**config.mk**
```make
export PLATFORM = sky130hd
export DESIGN_NAME = mmio_mailbox
export DESIGN_NICKNAME = d
export VERILOG_FILES = /design/src/rtl/mmio_mailbox_pkg.sv /design/src/rtl/mmio_mailbox_fifo.sv /design/src/rtl/mmio_mailbox.sv
export SDC_FILE = /design/constraint.sdc
export NUM_CORES = 1
export LEC_CHECK = 0
export BUFFER_PORTS_ARGS = -buffer_cell sky130_fd_sc_hd__buf_2
export CELL_PAD_IN_SITES_DETAIL_PLACEMENT = 0
export CELL_PAD_IN_SITES_GLOBAL_PLACEMENT = 1
export CORE_UTILIZATION = 25
export DETAILED_ROUTE_END_ITERATION = 8
export PLACE_DENSITY = 0.49
export SLEW_MARGIN = 20
export SYNTH_ARGS = -nofsm -noshare
export SYNTH_HDL_FRONTEND = slang
export SYNTH_HIERARCHICAL = 1
export SYNTH_SLANG_ARGS = --single-unit
```
**constraint.sdc**
```tcl
create_clock -name clk -period 3.6 [get_ports clk]
set_clock_uncertainty 0.05 [all_clocks]
set_input_delay 0.72 -clock clk [delete_from_list [all_inputs] [get_ports clk]]
set_output_delay 0.72 -clock clk [all_outputs]
set_load 0.02 [all_outputs]
```
**src/rtl/mmio_mailbox_pkg.sv**
```systemverilog
// Shared definitions for the MMIO mailbox: register offsets,
// CTRL/STATUS bit positions and the default window base.
package mmio_mailbox_pkg;

    localparam logic [31:0] DEF_BASE  = 32'h0000_0100;
    localparam int          DEF_DEPTH = 4;

    typedef enum logic [1:0] {
        REG_TXDATA = 2'd0,
        REG_RXDATA = 2'd1,
        REG_STATUS = 2'd2,
        REG_CTRL   = 2'd3
    } reg_off_e;

    localparam int CTRL_RX_POP   = 0;
    localparam int CTRL_TX_FLUSH = 1;
    localparam int CTRL_RX_FLUSH = 2;
    localparam int CTRL_CLR_OVF  = 3;

    localparam int ST_TX_FULL  = 0;
    localparam int ST_TX_EMPTY = 1;
    localparam int ST_RX_FULL  = 2;
    localparam int ST_RX_EMPTY = 3;
    localparam int ST_TX_OVF   = 4;
    localparam int ST_TX_CNT   = 8;
    localparam int ST_RX_CNT   = 16;

    typedef struct packed {
        logic clr_ovf;
        logic rx_flush;
        logic tx_flush;
        logic rx_pop;
    } ctrl_t;

    function automatic ctrl_t decode_ctrl(input logic [31:0] w);
        ctrl_t c;
        c.rx_pop   = w[CTRL_RX_POP];
        c.tx_flush = w[CTRL_TX_FLUSH];
        c.rx_flush = w[CTRL_RX_FLUSH];
        c.clr_ovf  = w[CTRL_CLR_OVF];
        return c;
    endfunction

endpackage

```
**src/rtl/mmio_mailbox_fifo.sv**
```systemverilog
// Small synchronous FIFO with flush; full/empty use pre-edge
// state so a push to a full FIFO is dropped even with a pop.
module mmio_mailbox_fifo #(
    parameter int DEPTH = 4,
    parameter int W     = 32
) (
    input  logic                         clk,
    input  logic                         reset,
    input  logic                         push,
    input  logic                         pop,
    input  logic                         flush,
    input  logic [W-1:0]                 wdata,
    output logic                         full,
    output logic                         empty,
    output logic [$clog2(DEPTH):0]       count,
    output logic [W-1:0]                 head
);
    localparam int AW = $clog2(DEPTH);
    localparam int CW = AW + 1;

    logic [W-1:0]  mem [DEPTH];
    logic [AW-1:0] wptr;
    logic [AW-1:0] rptr;
    logic [CW-1:0] cnt;
    logic          do_push;
    logic          do_pop;

    assign full    = (cnt == CW'(DEPTH));
    assign empty   = (cnt == '0);
    assign do_push = push & ~full;
    assign do_pop  = pop & ~empty;
    assign count   = cnt;
    assign head    = mem[rptr];

    // Pointer and occupancy tracking; flush overrides push/pop.
    always_ff @(posedge clk or negedge reset) begin
        if (!reset) begin
            wptr <= '0;
            rptr <= '0;
            cnt  <= '0;
        end else if (flush) begin
            wptr <= '0;
            rptr <= '0;
            cnt  <= '0;
        end else begin
            if (do_push) begin
                wptr <= wptr + 1'b1;
            end
            if (do_pop) begin
                rptr <= rptr + 1'b1;
            end
            unique case ({do_push, do_pop})
                2'b10:   cnt <= cnt + 1'b1;
                2'b01:   cnt <= cnt - 1'b1;
                default: cnt <= cnt;
            endcase
        end
    end

    // Entry storage; cleared on reset so the head reads zero.
    always_ff @(posedge clk or negedge reset) begin
        if (!reset) begin
            for (int i = 0; i < DEPTH; i++) begin
                mem[i] <= '0;
            end
        end else if (do_push && !flush) begin
            mem[wptr] <= wdata;
        end
    end

endmodule

```
**src/rtl/mmio_mailbox.sv**
```systemverilog
// CPU-facing mailbox: decodes a 16-byte window and bridges
// word accesses to a TX stream and from an RX stream.
module mmio_mailbox
    import mmio_mailbox_pkg::*;
#(
    parameter logic [31:0] BASE  = DEF_BASE,
    parameter int          DEPTH = DEF_DEPTH
) (
    input  logic        clk,
    input  logic        reset,
    input  logic [31:0] address,
    input  logic [31:0] wd,
    input  logic        we,
    output logic [31:0] rd,
    output logic        hit,
    output logic        tx_valid,
    output logic [31:0] tx_data,
    input  logic        tx_ready,
    input  logic        rx_valid,
    input  logic [31:0] rx_data,
    output logic        rx_ready
);
    localparam int CW = $clog2(DEPTH) + 1;

    reg_off_e      off;
    logic          wr;
    logic          tx_wr;
    logic          ctrl_wr;
    ctrl_t         ctrl;

    logic          tx_full;
    logic          tx_empty;
    logic [CW-1:0] tx_cnt;
    logic [31:0]   tx_head;
    logic          tx_pop;
    logic          tx_flush;

    logic          rx_full;
    logic          rx_empty;
    logic [CW-1:0] rx_cnt;
    logic [31:0]   rx_head;
    logic          rx_push;
    logic          rx_pop;
    logic          rx_flush;

    logic          tx_ovf;
    logic          ovf_set;
    logic          ovf_clr;
    logic [31:0]   status;
    logic          unused_addr;

    assign hit         = (address[31:4] == BASE[31:4]);
    assign off         = reg_off_e'(address[3:2]);
    assign wr          = we & hit;
    assign tx_wr       = wr & (off == REG_TXDATA);
    assign ctrl_wr     = wr & (off == REG_CTRL);
    assign ctrl        = decode_ctrl(wd);
    assign unused_addr = ^address[1:0];

    assign tx_flush = ctrl_wr & ctrl.tx_flush;
    assign rx_flush = ctrl_wr & ctrl.rx_flush;
    assign rx_pop   = ctrl_wr & ctrl.rx_pop;
    assign ovf_clr  = ctrl_wr & ctrl.clr_ovf;

    // A push lost to a full FIFO is an overflow, unless a
    // flush on the same edge discards everything anyway.
    assign ovf_set  = tx_wr & tx_full & ~tx_flush;

    assign tx_valid = ~tx_empty;
    assign tx_data  = tx_head;
    assign tx_pop   = tx_valid & tx_ready;

    assign rx_ready = ~rx_full;
    assign rx_push  = rx_valid & rx_ready;

    mmio_mailbox_fifo #(
        .DEPTH (DEPTH),
        .W     (32)
    ) u_tx_fifo (
        .clk   (clk),
        .reset (reset),
        .push  (tx_wr),
        .pop   (tx_pop),
        .flush (tx_flush),
        .wdata (wd),
        .full  (tx_full),
        .empty (tx_empty),
        .count (tx_cnt),
        .head  (tx_head)
    );

    mmio_mailbox_fifo #(
        .DEPTH (DEPTH),
        .W     (32)
    ) u_rx_fifo (
        .clk   (clk),
        .reset (reset),
        .push  (rx_push),
        .pop   (rx_pop),
        .flush (rx_flush),
        .wdata (rx_data),
        .full  (rx_full),
        .empty (rx_empty),
        .count (rx_cnt),
        .head  (rx_head)
    );

    // Sticky overflow flag; a new overflow beats a clear.
    always_ff @(posedge clk or negedge reset) begin
        if (!reset) begin
            tx_ovf <= 1'b0;
        end else if (ovf_set) begin
            tx_ovf <= 1'b1;
        end else if (ovf_clr) begin
            tx_ovf <= 1'b0;
        end
    end

    // Pack the STATUS word from FIFO flags and counts.
    always_comb begin
        status                     = '0;
        status[ST_TX_FULL]         = tx_full;
        status[ST_TX_EMPTY]        = tx_empty;
        status[ST_RX_FULL]         = rx_full;
        status[ST_RX_EMPTY]        = rx_empty;
        status[ST_TX_OVF]          = tx_ovf;
        status[ST_TX_CNT +: CW]    = tx_cnt;
        status[ST_RX_CNT +: CW]    = rx_cnt;
    end

    // Read mux; zero outside the window and for write-only regs.
    always_comb begin
        rd = '0;
        if (hit) begin
            unique case (off)
                REG_TXDATA: rd = '0;
                REG_RXDATA: rd = rx_empty ? '0 : rx_head;
                REG_STATUS: rd = status;
                REG_CTRL:   rd = '0;
            endcase
        end
    end

endmodule

```
==> results_dict.tcl, run 1 <==
set metrics [dict create \
    status "completed" \
    synth_fp_nets 938 \
    grt_pass1_wl_um 51100 \
    async_flop_share_pct 100 \
    crit_arrival_ps 2560 \
    cts_tree "done" \
    power.density_nw_per_um2 607 \
    cts_buffers 35 \
    port_buffers 165 \
    power.leakage_uw 0.00742 \
    met2_length_um 15300 \
    drtIter0Drc 370 \
    hp-class "in2async" \
    clockBufferDepth 3 \
    fmax_ghz 0.300 \
    fin_crit_sh_pct 92.6 \
    slew_headroom_pct 47.2 \
    endpoint_kind "output port" \
    synthFlopType "dfrtp_1" \
    routabilityCongestion 0.703 \
    synth_seq_cells 271 \
    die-area_um2 52800 \
    synth_edf_count 0 \
    initial_core_util_pct 25.3 \
    finalNetCount 1125 \
    ctsHoldBuffers 0 \
    wl_per_cell_um 18.8 \
    crit_required_ps 2830 \
    layout-drive-gt1-share_pct 59.9 \
    routed_wl_um 32300 \
    grt_pass1_vias 8378 \
    htreeDepth 2 \
    path_max_fanout 21 \
    areaGrowthSynthToFinish_pct 22.2 \
    wl_met1_um 14800 \
    ys_seq_area_share_pct 52.3 \
    cts_root_buf "clkbuf_16" \
    worstSetupStartpointType "flip-flop" \
    rsz0062_at_grt "no" \
    tightest_slew_ps 791 \
    antenna_found_initial 6 \
    finalSetupViolCount 0 \
    postSynthCellCount 827 \
    ir_drop_mv 0.254 \
    slew_viol_final 0 \
    max-cap-violations 0 \
    syn_area_um2 13000 \
    grt_overflow 0 \
    antenna_left 0 \
    hold_viol 0 \
    cts-resized-gates 0 \
    synth_warnings 6 \
    holdWs_ps 129 \
    wl_met3_um 1570 \
    core_um2 51300 \
    vias 7601 \
    maxUsedRoutingLayer "met5" \
    finalSetupTns_ps 0 \
    ys_types 47 \
    clk_latency_ps 530 \
    grt_usage_pct 12.6 \
    fin_crit_ps 3330 \
    hpwl_um 21000 \
    clk_pin_slew_ps 50 \
    die_h_um 230 \
    die_x_um 230 \
    io_pins 168 \
    fp-row-count 83 \
    vias_per_cell 4.42 \
    critPathKind "reg2out" \
    drc_errors 0 \
    firstDrtPassIters 4 \
    cts_setup_buffers 0 \
    syn_area_per_cell_um2 15.7 \
    cts_sinks 271 \
    grt_max_degree 73 \
]
## final timing paths
| kind | start | end | slack [ps] | cells after the start |
|---|---|---|---|---|
| min reg2reg | u_tx_fifo/mem[21]$_DFFE_PN0P_ | u_tx_fifo/mem[21]$_DFFE_PN0P_ | 450 | 1 |
| min | reset | u_tx_fifo/count[1]$_DFFE_PN0P_ | 130 | 1 |
| max reg2reg | u_rx_fifo/count[2]$_DFFE_PN0P_ | u_rx_fifo/mem[63]$_DFFE_PN0P_ | 880 | 6 |
| max | u_rx_fifo/count[0]$_DFFE_PN0P_ | rd[30] | 270 | 8 |
| max in group asynchronous | reset | u_rx_fifo/mem[92]$_DFFE_PN0P_ | 2560 | 2 |
| min in group clk | rx_data[23] | u_rx_fifo/mem[55]$_DFFE_PN0P_ | 420 | 2 |
## worst max-delay path: stages, from the launching register on
cell and delay (ps):
dfrtp_2 490, or2_2 170, nor2_1 60, nor3b_1 280
buf_4 210, nor3b_2 240, buf_12 210, and2_1 190
buf_2 180
## per-stage QoR
step                area [µm²]  utilization, %  instances  setup slack (ps)  power [µW]
floorplan                13000               -        827               359        5710
global placement         14700            28.7       1657               250        6300
detailed placement       14700            28.7       1657               174        6330
CTS                      15800            30.9       1715              42.7        9830
global route             15800            30.9       1716              20.9       10200
finish                   15900            30.9       1720               266        9620
## registers in the layout, indices dropped and copies added, names as in the netlist
name,cells
u_rx_fifo/count,3
u_tx_fifo/wptr,2
u_rx_fifo/mem,128
tx_ovf,1
u_tx_fifo/count,3
u_rx_fifo/rptr,2
u_rx_fifo/wptr,2
u_tx_fifo/rptr,2
u_tx_fifo/mem,128
## power breakdown
part	internal, µW	total (µW)	switching [µW]
clock	2080	3380	1300
sequential	3770	4190	418
combinational	1230	2060	825
## layout make-up
class	instances	area (µm²)
Inverter	13	48.8
Multi-Input combinational cell	484	5720
Tap cell	680	851
Clock inverter	4	45.0
Timing Repair Buffer	209	1330
Sequential cell	271	6790
Clock buffer	54	1060
Antenna cell	5	12.5
Fill cell	5189	35500
## cells by family after synthesis
| kind of cell | count (synthesis) | share of synthesized area (%) |
|---|---|---|
| compound gates | 51 | 2.62 |
| xor+xnor | 6 | 0.405 |
| fa+ha+maj | 10 | 1.08 |
| buf+inv | 72 | 3.84 |
| flops | 271 | 52.3 |
| mux | 320 | 35.1 |
| simple gates | 97 | 4.67 |
## metal layers
layer / track usage, % / up-vias
met3: 3.10 / 49
li1: - / 3435
met1: 16.5 / 3951
met2: 20.6 / 162
met4: 3.39 / 4
met5: 0 / -
## synth_stat cells, types with 6 or more instances
cell	number	area share [%]
dfrtp_1	271	52
mux2_2	196	17
mux4_2	64	11
mux2_4	60	6.9
nor2_1	20	0.58
buf_4	18	1.0
clkbuf_1	18	0.52
a21oi_1	14	0.54
and2_2	14	0.81
nand3_1	14	0.54
a22oi_1	13	0.75
inv_1	12	0.35
ha_1	8	0.77
and2_1	7	0.34
buf_6	7	0.61
o21ai_0	7	0.27
buf_12	6	0.93
buf_2	6	0.23
nand2b_1	6	0.29
nor4_1	6	0.29
## cells in the final DEF, fill, tap and decap left out, types with 5 or more instances in the layout
cell / count
a21oi_1: 14
a22oi_1: 13
and2_1: 7
and2_2: 14
and3_1: 5
buf_12: 13
buf_2: 164
buf_4: 31
clkbuf_1: 10
clkbuf_16: 37
clkbuf_8: 7
dfrtp_1: 266
dfrtp_2: 5
diode_2: 5
ha_1: 8
inv_1: 12
mux2_2: 196
mux2_4: 60
mux4_2: 64
nand2b_1: 6
nand3_1: 8
nand3_2: 6
nor2_1: 20
nor4_1: 6
o21ai_0: 7
No activity file was read; power rests on OpenSTA's default activity.
==> run 2: changes to the inputs <==
==> constraint.sdc (replaced) <==
create_clock -name clk -period 3.6 [get_ports clk]
set_clock_uncertainty 0.05 [all_clocks]
set_input_delay 0.36 -clock clk [delete_from_list [all_inputs] [get_ports clk]]
set_output_delay 0.36 -clock clk [all_outputs]
set_load 0.02 [all_outputs]
==> results_dict.tcl, run 2 (synthesis results as in run 1) <==
set metrics [dict create \
    grt_usage_pct 12.5 \
    die_x_um 230 \
    postLayoutCoreUtil_pct 30.9 \
    slowest_stage "dfrtp_1" \
    reg_top3 "u_rx_fifo/mem x128, u_tx_fifo/mem x128" \
    layout-drive-gt1-share_pct 59.5 \
    tightest_slew_ps 873 \
    fin_crit_sh_pct 82.2 \
    worstSetupStartpointType "flip-flop" \
    firstDrtPassIters 4 \
    power.leakage_uw 0.00739 \
    met2_length_um 15300 \
    cts_buffers 36 \
    max-cap-violations 0 \
    finalSetupViolCount 0 \
    vias_per_cell 4.43 \
    routed_wl_um 32100 \
    wl_met3_um 1560 \
    wl_met1_um 14700 \
    fin_cells 1712 \
    grt_pass1_vias 8321 \
    rrSetupSlack_ps 880 \
    antenna_left 0 \
    reg2regPathDepth 8 \
    cts_setup_buffers 0 \
    placed_cells 1648 \
    vias 7590 \
    die-area_um2 52800 \
    crit_arrival_ps 2550 \
    fillers 5241 \
    die_h_um 230 \
    path_max_fanout 21 \
    cts_sinks 271 \
    initial_core_util_pct 25.3 \
    dp_slack_ps 207 \
    drc_errors 0 \
    finalNetCount 1118 \
    critPathKind "reg2out" \
    reg2reg_to "u_tx_fifo/count[1]$_DFFE_PN0P_" \
    slew_viol_final 0 \
    clockBufferDepth 3 \
    fin_crit_ps 2960 \
    fp-row-count 83 \
    endpoint_kind "output port" \
    ir_drop_mv 0.269 \
    status "completed" \
    final_common_cell "dfrtp_1" \
    crit_end "rd[20]" \
    slew_headroom_pct 41.7 \
    hold_viol 0 \
    hp-class "in2reg" \
    htreeDepth 2 \
    maxUsedRoutingLayer "met5" \
    timing.rr.start "u_tx_fifo/count[1]$_DFFE_PN0P_" \
    hpwl_um 20200 \
    fmax_ghz 0.338 \
    areaGrowthSynthToFinish_pct 22.1 \
    io_pins 168 \
    grt_overflow 0 \
    grt_pass1_wl_um 51000 \
    grt_max_degree 90 \
    port_buffers 165 \
    power_uw 9800 \
    cts_root_buf "clkbuf_16" \
    final_cell_mix "dfrtp_1 (268), mux2_2 (196), buf_2 (164)" \
    worstSetupStartpoint "u_rx_fifo/count[1]$_DFFE_PN0P_" \
    cts_tree "done" \
    crit_required_ps 3190 \
    rsz0062_at_grt "no" \
    clk_latency_ps 520 \
    clk_pin_slew_ps 60 \
    core_um2 51300 \
    antenna_found_initial 4 \
    wl_per_cell_um 18.8 \
    drtIter0Drc 365 \
    power.density_nw_per_um2 619 \
    finalSetupTns_ps 0 \
    fin_ws_ps 640 \
    cp_slowest_stage_delay_ps 510 \
    path_cells "or2_2, nor2_1, nor3b_1, nor3b_2, buf_4, and2_2, buf_2" \
    routabilityCongestion 0.703 \
    hold_depth 2 \
]
==> run 2: cell types whose count changed in the layout (fill, tap and decap cells not counted), moves of 2 or more <==
cell / delta
buf_4: -8
dfrtp_1: +2
dfrtp_2: -2
diode_2: -3
==> run 2: metrics by stage <==
step	hold slack [ps]	instance area, µm²
finish	55.4	15800
global route	22.2	15800
CTS	4.85	15800
detailed placement	402	14700
global placement	395	14700
floorplan	14.4	13000
==> run 2: area by class of cell <==
| class | count | area [µm²] | area share, % |
|---|---|---|---|
| inverters | 13 | 48.8 | 0.308 |
| repair buffers | 201 | 1260 | 7.95 |
| flip-flops and latches | 271 | 6790 | 42.9 |
| clock inverters | 7 | 91.3 | 0.577 |
| multi-input cells | 484 | 5720 | 36.1 |
| well taps | 680 | 851 | 5.38 |
| diodes | 2 | 5.00 | 0.0316 |
| clock buffers | 54 | 1070 | 6.76 |
==> run 2: worst min path at each step <==
stage | startpoint | end
floorplan | reset | tx_ovf$_DFFE_PN0P_
global placement | reset | u_tx_fifo/mem[120]$_DFFE_PN0P_
detailed placement | reset | u_tx_fifo/mem[122]$_DFFE_PN0P_
CTS | rx_data[26] | u_rx_fifo/mem[58]$_DFFE_PN0P_
global route | rx_data[25] | u_rx_fifo/mem[89]$_DFFE_PN0P_
finish | rx_data[26] | u_rx_fifo/mem[26]$_DFFE_PN0P_
==> run 2: what timing repair did <==
action	in CTS	in global routing
resized for setup	0	0
hold endpoints to repair	84	0
hold buffers	1	0
==> run 2: power breakdown <==
group / switching, µW / internal [µW] / total [µW] / leakage [µW]
Clock: 1350 / 2180 / 3530 / 0.000568
Sequential: 437 / 3770 / 4200 / 0.00358
Combinational: 819 / 1240 / 2060 / 0.00325
==> run 2: critical path, delay by kind of cell, from the launching register on <==
kind / cells / cell delay, ps
flops: 1 / 510
buf+inv: 2 / 400
simple gates: 5 / 1100
==> run 2: layer usage <==
metal / vias to the layer above / global-route usage, %
met5: - / 0
met4: 2 / 3.29
met3: 49 / 3.13
met2: 165 / 20.2
met1: 3944 / 16.7
li1: 3430 / -
